<file path="src/rtl/uart_rx_pkg.sv">
// Shared UART receive-control definitions: FSM encodings and default frame width.
// Encodings are common to the other UART control blocks, so keep them fixed.
package uart_rx_pkg;

    typedef enum logic [1:0] {
        ST_IDLE    = 2'b00,
        ST_CAPTURE = 2'b01,
        ST_ACK     = 2'b10
    } rx_state_e;

    localparam int DEFAULT_DATA_SIZE = 7;

endpackage

</file>
<file path="src/rtl/sync_fifo.sv">
// Single-clock show-ahead FIFO with extra-MSB pointers for full/empty detection.
// Latency: a push is visible on pop_dat/empty the cycle after the push edge.
// Backpressure: push is ignored when full unless a pop frees the slot in the same cycle.
module sync_fifo #(
    parameter int WIDTH = 8,
    parameter int DEPTH = 8
) (
    input  logic                   clk,
    input  logic                   reset,
    input  logic                   push,
    input  logic [WIDTH-1:0]       push_dat,
    input  logic                   pop,
    output logic [WIDTH-1:0]       pop_dat,
    output logic                   full,
    output logic                   empty,
    output logic [$clog2(DEPTH):0] count
);

    localparam int AW = $clog2(DEPTH);

    logic [AW:0]      wr_ptr_q, wr_ptr_d;
    logic [AW:0]      rd_ptr_q, rd_ptr_d;
    logic [WIDTH-1:0] mem_q [DEPTH];
    logic             do_push;
    logic             do_pop;

    always_comb begin
        empty    = (wr_ptr_q == rd_ptr_q);
        full     = (wr_ptr_q[AW] != rd_ptr_q[AW]) && (wr_ptr_q[AW-1:0] == rd_ptr_q[AW-1:0]);
        do_pop   = pop && !empty;
        do_push  = push && (!full || do_pop);
        wr_ptr_d = do_push ? wr_ptr_q + (AW+1)'(1) : wr_ptr_q;
        rd_ptr_d = do_pop  ? rd_ptr_q + (AW+1)'(1) : rd_ptr_q;
        // Head is forced to zero when empty so the output is clean out of reset.
        pop_dat  = empty ? '0 : mem_q[rd_ptr_q[AW-1:0]];
        count    = wr_ptr_q - rd_ptr_q;
    end

    always_ff @(posedge clk) begin
        if (reset) begin
            wr_ptr_q <= '0;
            rd_ptr_q <= '0;
        end else begin
            wr_ptr_q <= wr_ptr_d;
            rd_ptr_q <= rd_ptr_d;
        end
    end

    always_ff @(posedge clk) begin
        if (do_push) begin
            mem_q[wr_ptr_q[AW-1:0]] <= push_dat;
        end
    end

endmodule

</file>
<file path="src/rtl/uart_rx_ctrl.sv">
// Sequences the UART receiver ack handshake, queues good frames, counts frame errors/overruns.
// Latency: frame visible on m_data two cycles after rx_data_ready is first sampled high.
// Backpressure: m_ready pops the FIFO; a good frame arriving while full with no pop is dropped.
module uart_rx_ctrl
    import uart_rx_pkg::*;
#(
    parameter int DATA_SIZE  = DEFAULT_DATA_SIZE,
    parameter int FIFO_DEPTH = 8,
    parameter int CNT_W      = 8
) (
    input  logic                        clk,
    input  logic                        reset,
    input  logic [DATA_SIZE-1:0]        rx_data,
    input  logic                        rx_data_ready,
    input  logic                        rx_frame_error,
    output logic                        rx_data_read_ack,
    output logic [DATA_SIZE-1:0]        m_data,
    output logic                        m_valid,
    input  logic                        m_ready,
    output logic [$clog2(FIFO_DEPTH):0] fifo_count,
    output logic [CNT_W-1:0]            frame_err_cnt,
    output logic [CNT_W-1:0]            overrun_cnt,
    input  logic                        clear_counts
);

    rx_state_e        state_q, state_d;
    logic             ack_q, ack_d;
    logic [CNT_W-1:0] ferr_cnt_q, ferr_cnt_d;
    logic [CNT_W-1:0] ovr_cnt_q, ovr_cnt_d;

    logic capture;
    logic pop;
    logic push;
    logic ferr_inc;
    logic ovr_inc;
    logic fifo_full;
    logic fifo_empty;

    always_comb begin
        state_d = state_q;
        case (state_q)
            ST_IDLE:    if (rx_data_ready) state_d = ST_CAPTURE;
            ST_CAPTURE: state_d = ST_ACK;
            ST_ACK:     if (!rx_data_ready) state_d = ST_IDLE;
            default:    state_d = ST_IDLE;
        endcase
        ack_d = (state_d == ST_ACK);

        capture  = (state_q == ST_CAPTURE);
        pop      = m_valid && m_ready;
        ferr_inc = capture && rx_frame_error;
        // A pop in the capture cycle frees a slot, so a full FIFO still accepts the frame.
        push     = capture && !rx_frame_error && (!fifo_full || pop);
        ovr_inc  = capture && !rx_frame_error && fifo_full && !pop;

        if (clear_counts)                     ferr_cnt_d = '0;
        else if (ferr_inc && ~&ferr_cnt_q)    ferr_cnt_d = ferr_cnt_q + CNT_W'(1);
        else                                  ferr_cnt_d = ferr_cnt_q;

        if (clear_counts)                     ovr_cnt_d = '0;
        else if (ovr_inc && ~&ovr_cnt_q)      ovr_cnt_d = ovr_cnt_q + CNT_W'(1);
        else                                  ovr_cnt_d = ovr_cnt_q;
    end

    always_ff @(posedge clk) begin
        if (reset) begin
            state_q    <= ST_IDLE;
            ack_q      <= 1'b0;
            ferr_cnt_q <= '0;
            ovr_cnt_q  <= '0;
        end else begin
            state_q    <= state_d;
            ack_q      <= ack_d;
            ferr_cnt_q <= ferr_cnt_d;
            ovr_cnt_q  <= ovr_cnt_d;
        end
    end

    sync_fifo #(
        .WIDTH (DATA_SIZE),
        .DEPTH (FIFO_DEPTH)
    ) u_fifo (
        .clk      (clk),
        .reset    (reset),
        .push     (push),
        .push_dat (rx_data),
        .pop      (pop),
        .pop_dat  (m_data),
        .full     (fifo_full),
        .empty    (fifo_empty),
        .count    (fifo_count)
    );

    assign m_valid          = !fifo_empty;
    assign rx_data_read_ack = ack_q;
    assign frame_err_cnt    = ferr_cnt_q;
    assign overrun_cnt      = ovr_cnt_q;

endmodule
</file>
<file path="config.mk">
export PLATFORM = sky130hd
export DESIGN_NAME = uart_rx_ctrl
export DESIGN_NICKNAME = d
export VERILOG_FILES = /design/src/rtl/uart_rx_pkg.sv /design/src/rtl/sync_fifo.sv /design/src/rtl/uart_rx_ctrl.sv
export SDC_FILE = /design/constraint.sdc
export NUM_CORES = 1
export LEC_CHECK = 0
export ABC_AREA = 1
export CAP_MARGIN = 20
export CORE_ASPECT_RATIO = 1.75
export CORE_MARGIN = 5
export CORE_UTILIZATION = 25
export DETAILED_ROUTE_END_ITERATION = 8
export PLACE_DENSITY_LB_ADDON = 0.3
export SLEW_MARGIN = 30
export SYNTH_ARGS = -nofsm -noshare
export SYNTH_HDL_FRONTEND = slang
export SYNTH_SLANG_ARGS = --single-unit
export TNS_END_PERCENT = 100
</file>
<file path="constraint.sdc">
create_clock -name clk -period 1.9 [get_ports clk]
set_input_delay 0.57 -clock clk [delete_from_list [all_inputs] [get_ports clk]]
set_output_delay 0.57 -clock clk [all_outputs]
set_load 0.1 [all_outputs]
</file>
==> Yosys cells after proc, flatten, opt, wreduce, memory -nomap -nowiden <==
Memory sizes are Yosys's and may differ from the RTL's. A register that Yosys moved wholly into a read port is not among the register bits.
Cells that the tools add are included.
{ "word_totals": {"register_bits": 27, "mem_count": 1, "inputBits": 13, "ramBits": 56} }
{ "mem_list": {"columns": ["memory", "depth", "width", "rd", "rd_ports_with_merged_regs", "write_ports", "line", "text"], "rows": [
  ["u_fifo.mem_q", 8, 7, 1, 1, 1, "sync_fifo.sv:23", "logic [WIDTH-1:0] mem_q [DEPTH];"]
]} }
{ "op_classes": {"addsub": 5, "reduce_logical": 23, "eq_ne": 6, "mux": 8} }
{ "ops": {"columns": ["operator", "n"], "rows": [
  ["adder 8 x 1 -> 8 bit, second input constant", 2],
  ["AND reduction 8 bit", 2],
  ["logical AND 1 bit", 11],
  ["adder 4 x 1 -> 4 bit, second input constant", 2],
  ["two-way mux 7 bit", 1],
  ["logical NOT 1 bit", 6],
  ["two-way mux 3 bit", 2],
  ["one-hot mux 2 bit (3 select lines)", 1],
  ["== test 2 bit, second input constant", 2],
  ["== test 4 bit", 1],
  ["two-way mux 2 bit", 2],
  ["subtractor 4 bit", 1],
  ["== test 3 bit", 1],
  ["== test 2 x 1 -> 1 bit, second input constant", 1],
  ["logical NOT 2 bit", 1],
  ["logical OR 1 bit", 2],
  ["two-way mux 1 bit", 2],
  ["OR reduction 2 bit", 1],
  ["inequality test 1 bit", 1]
]} }

==> Logic depth before layout (Yosys ltp) <==
Gate-level depths: netlist of the first run.
{ "logic_depth": {"word_depth": 8, "depth_mapped": 10} }

==> By module <==
From an unflattened synthesis of the first run, not the netlist that was laid out.
{ "hier_totals": {"cells_unflattened": 438, "area_unflattened_um2": 4012.6} }
{ "modules_own_cells": {"columns": ["mod", "seq_area_each_um2", "area_each_um2", "cells_per_inst", "instances"], "rows": [
  ["sync_fifo", 1901.8, 2956.6, 277, 1],
  ["uart_rx_ctrl", 380.4, 1056.0, 161, 1]
]} }

==> Worst setup path before layout of the first run <==
Ideal clock, no wire load.
{ "synth_timing": {"path_type": "reg2out", "startpoint": "register u_fifo.rd_ptr_q[2]", "endpoint": "output port m_data[0]", "path_stages_with_launch": 8, "path_slack_ns": -1.787, "arrival_ns": 3.117, "path_buffers": 0, "cell_sequence": "dfxtp_1 inv_1 ha_1 nand3_1 nor2_2 inv_1 o21ai_0 nor2_1"} }
{ "synth_between": {"elab_chain_cells": 2} }
{ "synth_rtl": {"columns": ["element", "line", "text"], "rows": [
  ["from (decl)", "sync_fifo.sv:22", "logic [AW:0] rd_ptr_q, rd_ptr_d;"],
  ["from (signal assigned)", "sync_fifo.sv:45", "rd_ptr_q <= rd_ptr_d;"],
  ["== test 4 bit", "sync_fifo.sv:28", "empty = (wr_ptr_q == rd_ptr_q);"],
  ["two-way mux 7 bit", "sync_fifo.sv:35", "pop_dat = empty ? '0 : mem_q[rd_ptr_q[AW-1:0]];"],
  ["to (decl)", "uart_rx_ctrl.sv:17", "output logic [DATA_SIZE-1:0] m_data,"]
]} }
Every way passes these cells.

==> Worst setup path after layout of the first run <==
{ "layout_timing": {"startpoint": "register u_fifo.rd_ptr_q[2]", "endpoint": "output port m_data[5]"} }
Same word-level chain as after synthesis.

==> results_dict.tcl, run 1 <==
set metrics [dict create \
    outcome "finished with violations" \
    violations "setup timing" \
    yosys_warnings 0 \
    cts-hold-fix-buffers 0 \
    netlist_area_um2 3980 \
    gp_congestion 0.807 \
    yosys-top-cells-area "edfxtp_1 42%, dfxtp_1 15%, nor2_1 7.5%" \
    switching_share_pct 36.2 \
    clock_insertion_delay_worst_skew_ns 0.33 \
    synthTopCellsByCount "80 x nor2_1, 66 x nand2_1, 56 x edfxtp_1, 48 x o21ai_0, 33 x inv_1" \
    clock-sinks 86 \
    diodes 0 \
    cts.reportedPaths.clkPinSlew_ns 0.07 \
    nets 536 \
    fin_setup_tns_ns -4.52 \
    power.density_nw_per_um2 1020 \
    synth_top_cell_area_share_pct 42.2 \
    startpoint_type "flip-flop" \
    crit_type "reg2out" \
    synth-main-ff-cell "edfxtp_1" \
    rsz0062_at_grt "yes" \
    power_frac_seq_pct 34.1 \
    synthArstFlopShare_pct 0 \
    hold_viol 0 \
    cts_buffers 9 \
    wirelength_um 10200 \
    cts_tree "done" \
    relSlewSlack_pct 59.7 \
    endpoint_kind "primary output" \
    fin_crit_sh_pct 123 \
    dieHeight_um 177 \
    syn2layout_area_growth_pct 48.8 \
    p_int_uw 3850 \
    cts_buffer_depth 2 \
    fin_cells 709 \
    pwr-share-clk_pct 27.6 \
    max-cap-violations 0 \
    syn_area_per_cell_um2 9.35 \
    finalPower_uw 6030 \
    h-tree-depth 3 \
    syn_inst 426 \
    crit_required_ns 1.33 \
    cts-root-buf "clkbuf_16" \
    tightest_slew_ns 0.604 \
    synth_edf_count 56 \
    wl_per_cell_um 14.4 \
    first_iter_violations 128 \
    setup_violations 11 \
    worst_slack_ns -0.435 \
    grt_usage_pct 11.4 \
    leakagePower_uw 0.00218 \
    skew_ns 0.00900 \
    yosysMostFrequentCell "nor2_1" \
    dp.cells 687 \
    routed_via_density 4.49 \
    first_global_vias 3337 \
    firstDrtPassIters 4 \
    fin_hold_ws_ns 0.508 \
    grt-ovfl-total 0 \
    die-area_um2 18700 \
    switchingPower_uw 2180 \
    peakVddDrop_uv 561 \
    synth_nets 447 \
    final_area_um2 5930 \
    ant_nets 0 \
    floorplan.rows 61 \
    cp.arrival_ns 1.76 \
    ioPinCount 42 \
    vias 3185 \
    io_buffers 41 \
    p_comb_share_pct 38.3 \
    clock.fmax_ghz 0.428 \
    antenna_found_initial 0 \
    yosys.area.top_type "edfxtp_1" \
    core_um2 15800 \
    drive_gt1_share_pct 33.7 \
    place_area_um2 5410 \
    grt_max_degree 29 \
    drv_slew 0 \
    synth_seq_cells 86 \
    start_util_pct 25.2 \
    die_w_um 105 \
    yosysSeqAreaShare_pct 57.3 \
    place_hpwl_um 7620 \
    path_max_fanout 8 \
    ys_types 30 \
    grt_first_pass_wirelength_um 16600 \
    drc 0 \
    min_period_ns 2.33 \
    hold_path_class "reg2reg" \
]
==> routing by layer <==
layer,global-route usage [%],wire (um)
met1,12.2,4020
met2,21.7,5610
met3,2.30,377
met4,4.60,208
met5,0,0
==> timing repair <==
| action | CTS | global route |
|---|---|---|
| setup buffers | 4 | 0 |
| hold endpoints to repair | 0 | 0 |
| gates cloned | 1 | 1 |
| endpoints found under the setup margin | 12 | 17 |
| pin swaps | 7 | 9 |
| gates resized for setup | 25 | 25 |
==> cell families (layout without fill, tap and decap cells) <==
| logic type | count (synthesis) | count (layout) | share of synthesized area, % |
|---|---|---|---|
| AO/OA/AOI/OAI | 82 | 82 | 10.5 |
| flip-flops | 86 | 86 | 57.3 |
| AND/OR/NAND/NOR | 189 | 189 | 21.9 |
| XOR/XNOR | 9 | 9 | 1.98 |
| buffers and inverters | 52 | 146 | 5.66 |
| adder cells (fa/ha/maj) | 8 | 8 | 2.70 |
==> path summary, 6_finish.rpt <==
path                                    from                              end  slack [ns]  cells after the start
max          u_fifo.rd_ptr_q[2]$_SDFFE_PP0N_                        m_data[5]       -0.43                      9
min reg2reg  u_fifo.rd_ptr_q[3]$_SDFFE_PP0N_  u_fifo.rd_ptr_q[3]$_SDFFE_PP0N_        0.51                      2
max reg2reg  u_fifo.rd_ptr_q[2]$_SDFFE_PP0N_     u_fifo.mem_q[6][0]$_DFFE_PP_        0.10                      9
min          u_fifo.rd_ptr_q[3]$_SDFFE_PP0N_  u_fifo.rd_ptr_q[3]$_SDFFE_PP0N_        0.51                      2
==> flip-flops by register name (all words and copies together), names as in the netlist, named ones only <==
| name | cells |
|---|---|
| frame_err_cnt | 8 |
| overrun_cnt | 8 |
| rx_data_read_ack | 1 |
| state_q | 2 |
| u_fifo.mem_q | 56 |
| u_fifo.rd_ptr_q | 4 |
| u_fifo.wr_ptr_q | 4 |
==> critical path: stages (launching register included) <==
cell and delay [ns]:
dfxtp_2 0.34, inv_2 0.05, ha_4 0.28, nand3_4 0.07, nor2_4 0.12, clkinvlp_4 0.11
buf_12 0.16, o21ai_4 0.07, nor2_4 0.06, buf_12 0.16
==> layout make-up <==
class,instances,area [um^2]
Fill cell,1529,9870
Sequential cell,86,2300
Inverter,40,175
Tap cell,189,236
Clock inverter,6,52.6
Multi-Input combinational cell,288,1750
Timing Repair Buffer,90,1180
Clock buffer,10,229
==> metrics by stage <==
step	utilization [%]	worst slack, ns
after global placement	34.3	-0.253
after floorplan	-	-0.547
after global routing	37.5	-0.516
after CTS	37.1	-0.476
after detailed placement	34.3	-0.270
final	37.5	-0.435
==> power by group through the flow <==
stage          Sequential [uW]  Clock, uW  Combinational, uW
2_1_floorplan             2100          0               1310
3_3_place_gp              2090          0               2080
3_5_place_dp              2090          0               2080
4_1_cts                   2050       1710               2280
5_1_grt                   2060       1800               2430
6_report                  2060       1660               2310
==> layout by cell type (no fill, tap or decap), types with 8 or more instances in the layout <==
master           synthesis  routed
a21oi_1                 23      23
buf_12                   0      33
buf_4                    5      40
clkbuf_16                0      10
clkdlybuf4s50_1          0      12
dfxtp_1                 30      18
dfxtp_2                  0      10
edfxtp_1                56      56
inv_1                   33      27
inv_2                    5       8
nand2_1                 66      64
nand3_1                 11      10
nand4_1                 10      10
nor2_1                  80      69
nor2_4                   5      13
o21ai_0                 48      26
o21ai_1                  9      16
o21ai_2                  2       9
o21ai_4                  0       8
No activity file was read; power rests on OpenSTA's default activity.
==> run 2, diff against run 1 <==
--- a/config.mk
+++ b/config.mk
@@ -5,13 +5,13 @@
 export SDC_FILE = /design/constraint.sdc
 export NUM_CORES = 1
 export LEC_CHECK = 0
-export ABC_AREA = 1
 export CAP_MARGIN = 20
 export CORE_ASPECT_RATIO = 1.75
 export CORE_MARGIN = 5
 export CORE_UTILIZATION = 25
 export DETAILED_ROUTE_END_ITERATION = 8
 export PLACE_DENSITY_LB_ADDON = 0.3
+export SKIP_LAST_GASP = 1
 export SLEW_MARGIN = 30
 export SYNTH_ARGS = -nofsm -noshare
 export SYNTH_HDL_FRONTEND = slang
==> run 2 against run 1 <==
  * The flow still finishes with violations (setup timing)
  * Wire length decreased by 16%
  * Worst hold slack improved by 0.020 ns
  * Clock power decreased by 4%
  * Setup slack got worse by 0.094 ns
  * Non-clock buffer count increased by 4
  * Flip-flop and latch count unchanged
  * Critical endpoint is now m_data[4]
  * Largest cell class unchanged
  * Largest power group is now sequential cells
  * Highest routed layer unchanged
==> results_dict.tcl, run 2 <==
set metrics [dict create \
    yosys_warnings 0 \
    ys_types 43 \
    grt-ovfl-total 0 \
    finalPower_uw 4710 \
    setup_violations 12 \
    crit_type "reg2out" \
    outcome "finished with violations" \
    drive_gt1_share_pct 46.1 \
    diodes 0 \
    cp.arrival_ns 1.86 \
    firstDrtPassIters 4 \
    place_hpwl_um 6360 \
    die-area_um2 17300 \
    wirelength_um 8620 \
    yosysMostFrequentCell "edfxtp_1" \
    antenna_found_initial 0 \
    drc 0 \
    max-cap-violations 0 \
    final_area_um2 5610 \
    largest_reg_flops 56 \
    yosys.area.top_type "edfxtp_1" \
    cts.reportedPaths.clkPinSlew_ns 0.06 \
    synth-main-ff-cell "edfxtp_1" \
    crit_required_ns 1.33 \
    relSlewSlack_pct 70.8 \
    nets 385 \
    start_util_pct 25.5 \
    fin_cells 549 \
    peakVddDrop_uv 490 \
    cts-root-buf "clkbuf_16" \
    layout_common_cells "56 x edfxtp_1, 42 x buf_4, 35 x buf_12, 21 x nor2_1, 18 x dfxtp_2" \
    cts-hold-fix-buffers 0 \
    ioPinCount 42 \
    dp_slack_ns -0.402 \
    hold_path_class "reg2reg" \
    synth_edf_count 56 \
    clock.fmax_ghz 0.412 \
    drv_slew 0 \
    cts_tree "done" \
    wl_per_cell_um 15.7 \
    dieHeight_um 170 \
    ant_nets 0 \
    rsz0062_at_grt "yes" \
    syn_inst 267 \
    first_iter_violations 86 \
    layout_commonest_cell "edfxtp_1" \
    synth_seq_cells 86 \
    synthArstFlopShare_pct 0 \
    violations "setup timing" \
    fin_crit_sh_pct 128 \
    path_max_fanout 7 \
    startpoint_type "flip-flop" \
    power.density_nw_per_um2 841 \
    fin_setup_tns_ns -4.79 \
    syn2layout_area_growth_pct 53.2 \
    worst_slack_ns -0.529 \
    cts_buffers 9 \
    cpMostUsedCell "buf_12" \
    skew_ns 0.00777 \
    cts_buffer_depth 2 \
    grt_first_pass_wirelength_um 13900 \
    clock-sinks 86 \
    syn_area_per_cell_um2 13.7 \
    yosys-top-cells-area "edfxtp_1 46%, dfxtp_1 16%, mux4_2 8.6%" \
    place_area_um2 5170 \
    yosysSeqAreaShare_pct 62.3 \
    n_fill_cell 1355 \
    vias 2499 \
    leakagePower_uw 0.00197 \
    dp.cells 527 \
    grt_usage_pct 10.7 \
    endpoint_kind "primary output" \
    synthTopCellsByCount "56 x edfxtp_1, 30 x dfxtp_1, 29 x nor2_1, 14 x mux4_2, 12 x a21oi_1" \
    cp_cell_sequence "buf_12 -> mux4_2 -> mux2i_2 -> nor2_4 -> buf_12" \
    min_period_ns 2.43 \
    hold_viol 0 \
    slowest_stage "mux4_2" \
    routed_via_density 4.55 \
    max_stage_delay_ns 0.52 \
    clock_insertion_delay_worst_skew_ns 0.33 \
    synth_nets 288 \
    synth_top_cell_area_share_pct 45.9 \
    tightest_slew_ns 0.434 \
    core_um2 14400 \
    gp_congestion 0.795 \
    first_global_vias 2677 \
    grt_max_degree 16 \
    floorplan.rows 58 \
    die_w_um 101 \
    io_buffers 41 \
    h-tree-depth 3 \
    netlist_area_um2 3660 \
]
[run 2: where the power goes]
| group | total, uW | internal [uW] | switching (uW) |
|---|---|---|---|
| Clock | 1600 | 885 | 717 |
| Sequential | 2030 | 2010 | 21.1 |
| Combinational | 1080 | 494 | 588 |
| Total | 4710 | 3390 | 1330 |
[run 2: path summary, 6_finish.rpt]
path         slack, ns                      endpoint                       startpoint  cells after the start
max              -0.53                     m_data[4]                        flip-flop                      5
min               0.53         state_q[0]$_SDFF_PP0_            state_q[0]$_SDFF_PP0_                      1
max reg2reg       0.06  u_fifo.mem_q[4][0]$_DFFE_PP_  u_fifo.rd_ptr_q[2]$_SDFFE_PP0N_                      8
min reg2reg       0.53         state_q[0]$_SDFF_PP0_            state_q[0]$_SDFF_PP0_                      1
[run 2: kinds of logic (layout without fill, tap and decap cells)]
group,count (synthesis),in the layout,synth area share (%)
flip-flops,86,86,62.3
AND/OR/NAND/NOR,81,81,11.7
AO/OA/AOI/OAI,37,37,6.49
multiplexers,24,24,11.3
buffers and inverters,19,121,2.15
XOR/XNOR,12,12,3.08
adder cells (fa/ha/maj),8,8,2.94
[run 2: routing by layer]
layer / GRT usage, % / wire (um)
met2: 19.4 / 4900
met5: 0 / 0
met3: 2.75 / 372
met1: 11.4 / 3140
met4: 4.98 / 206
[run 2: final cells by class]
cell class,instances,area [um^2],area share (%)
Clock buffer,9,225,4.02
Timing Repair Buffer,94,1210,21.6
Multi-Input combinational cell,162,1530,27.3
Tap cell,180,225,4.02
Sequential cell,86,2310,41.2
Inverter,11,53.8,0.959
Clock inverter,7,48.8,0.870
[run 2: stage by stage]
stage | utilization, % | hold slack [ns]
after CTS | 38.7 | 0.512
after global routing | 39.0 | 0.566
after floorplan | - | 0.460
after detailed placement | 36.0 | 0.509
after global placement | 36.0 | 0.500
final | 39.0 | 0.528
[run 2: worst max-delay path, delay by kind of cell, from the launching register on]
| family | cells | cell delay [ns] |
|---|---|---|
| buffers and inverters | 2 | 0.31 |
| muxes | 2 | 0.74 |
| DFF | 1 | 0.39 |
| and+or+nand+nor | 1 | 0.06 |
[run 2: what timing repair did]
item / CTS / global route
buffers inserted: 4 / 2
pin swaps: 5 / 11
resized for setup: 17 / 10
endpoints found under the setup margin: 17 / 79
cloned: 1 / 0
==> run 3, diff against run 2 <==
--- a/config.mk
+++ b/config.mk
@@ -12,7 +12,7 @@
 export DETAILED_ROUTE_END_ITERATION = 8
 export PLACE_DENSITY_LB_ADDON = 0.3
 export SKIP_LAST_GASP = 1
-export SLEW_MARGIN = 30
+export SLEW_MARGIN = 20
 export SYNTH_ARGS = -nofsm -noshare
 export SYNTH_HDL_FRONTEND = slang
 export SYNTH_SLANG_ARGS = --single-unit
==> results of run 3 <==
The final DEF is identical to that of run 2; final timing and power are the same.
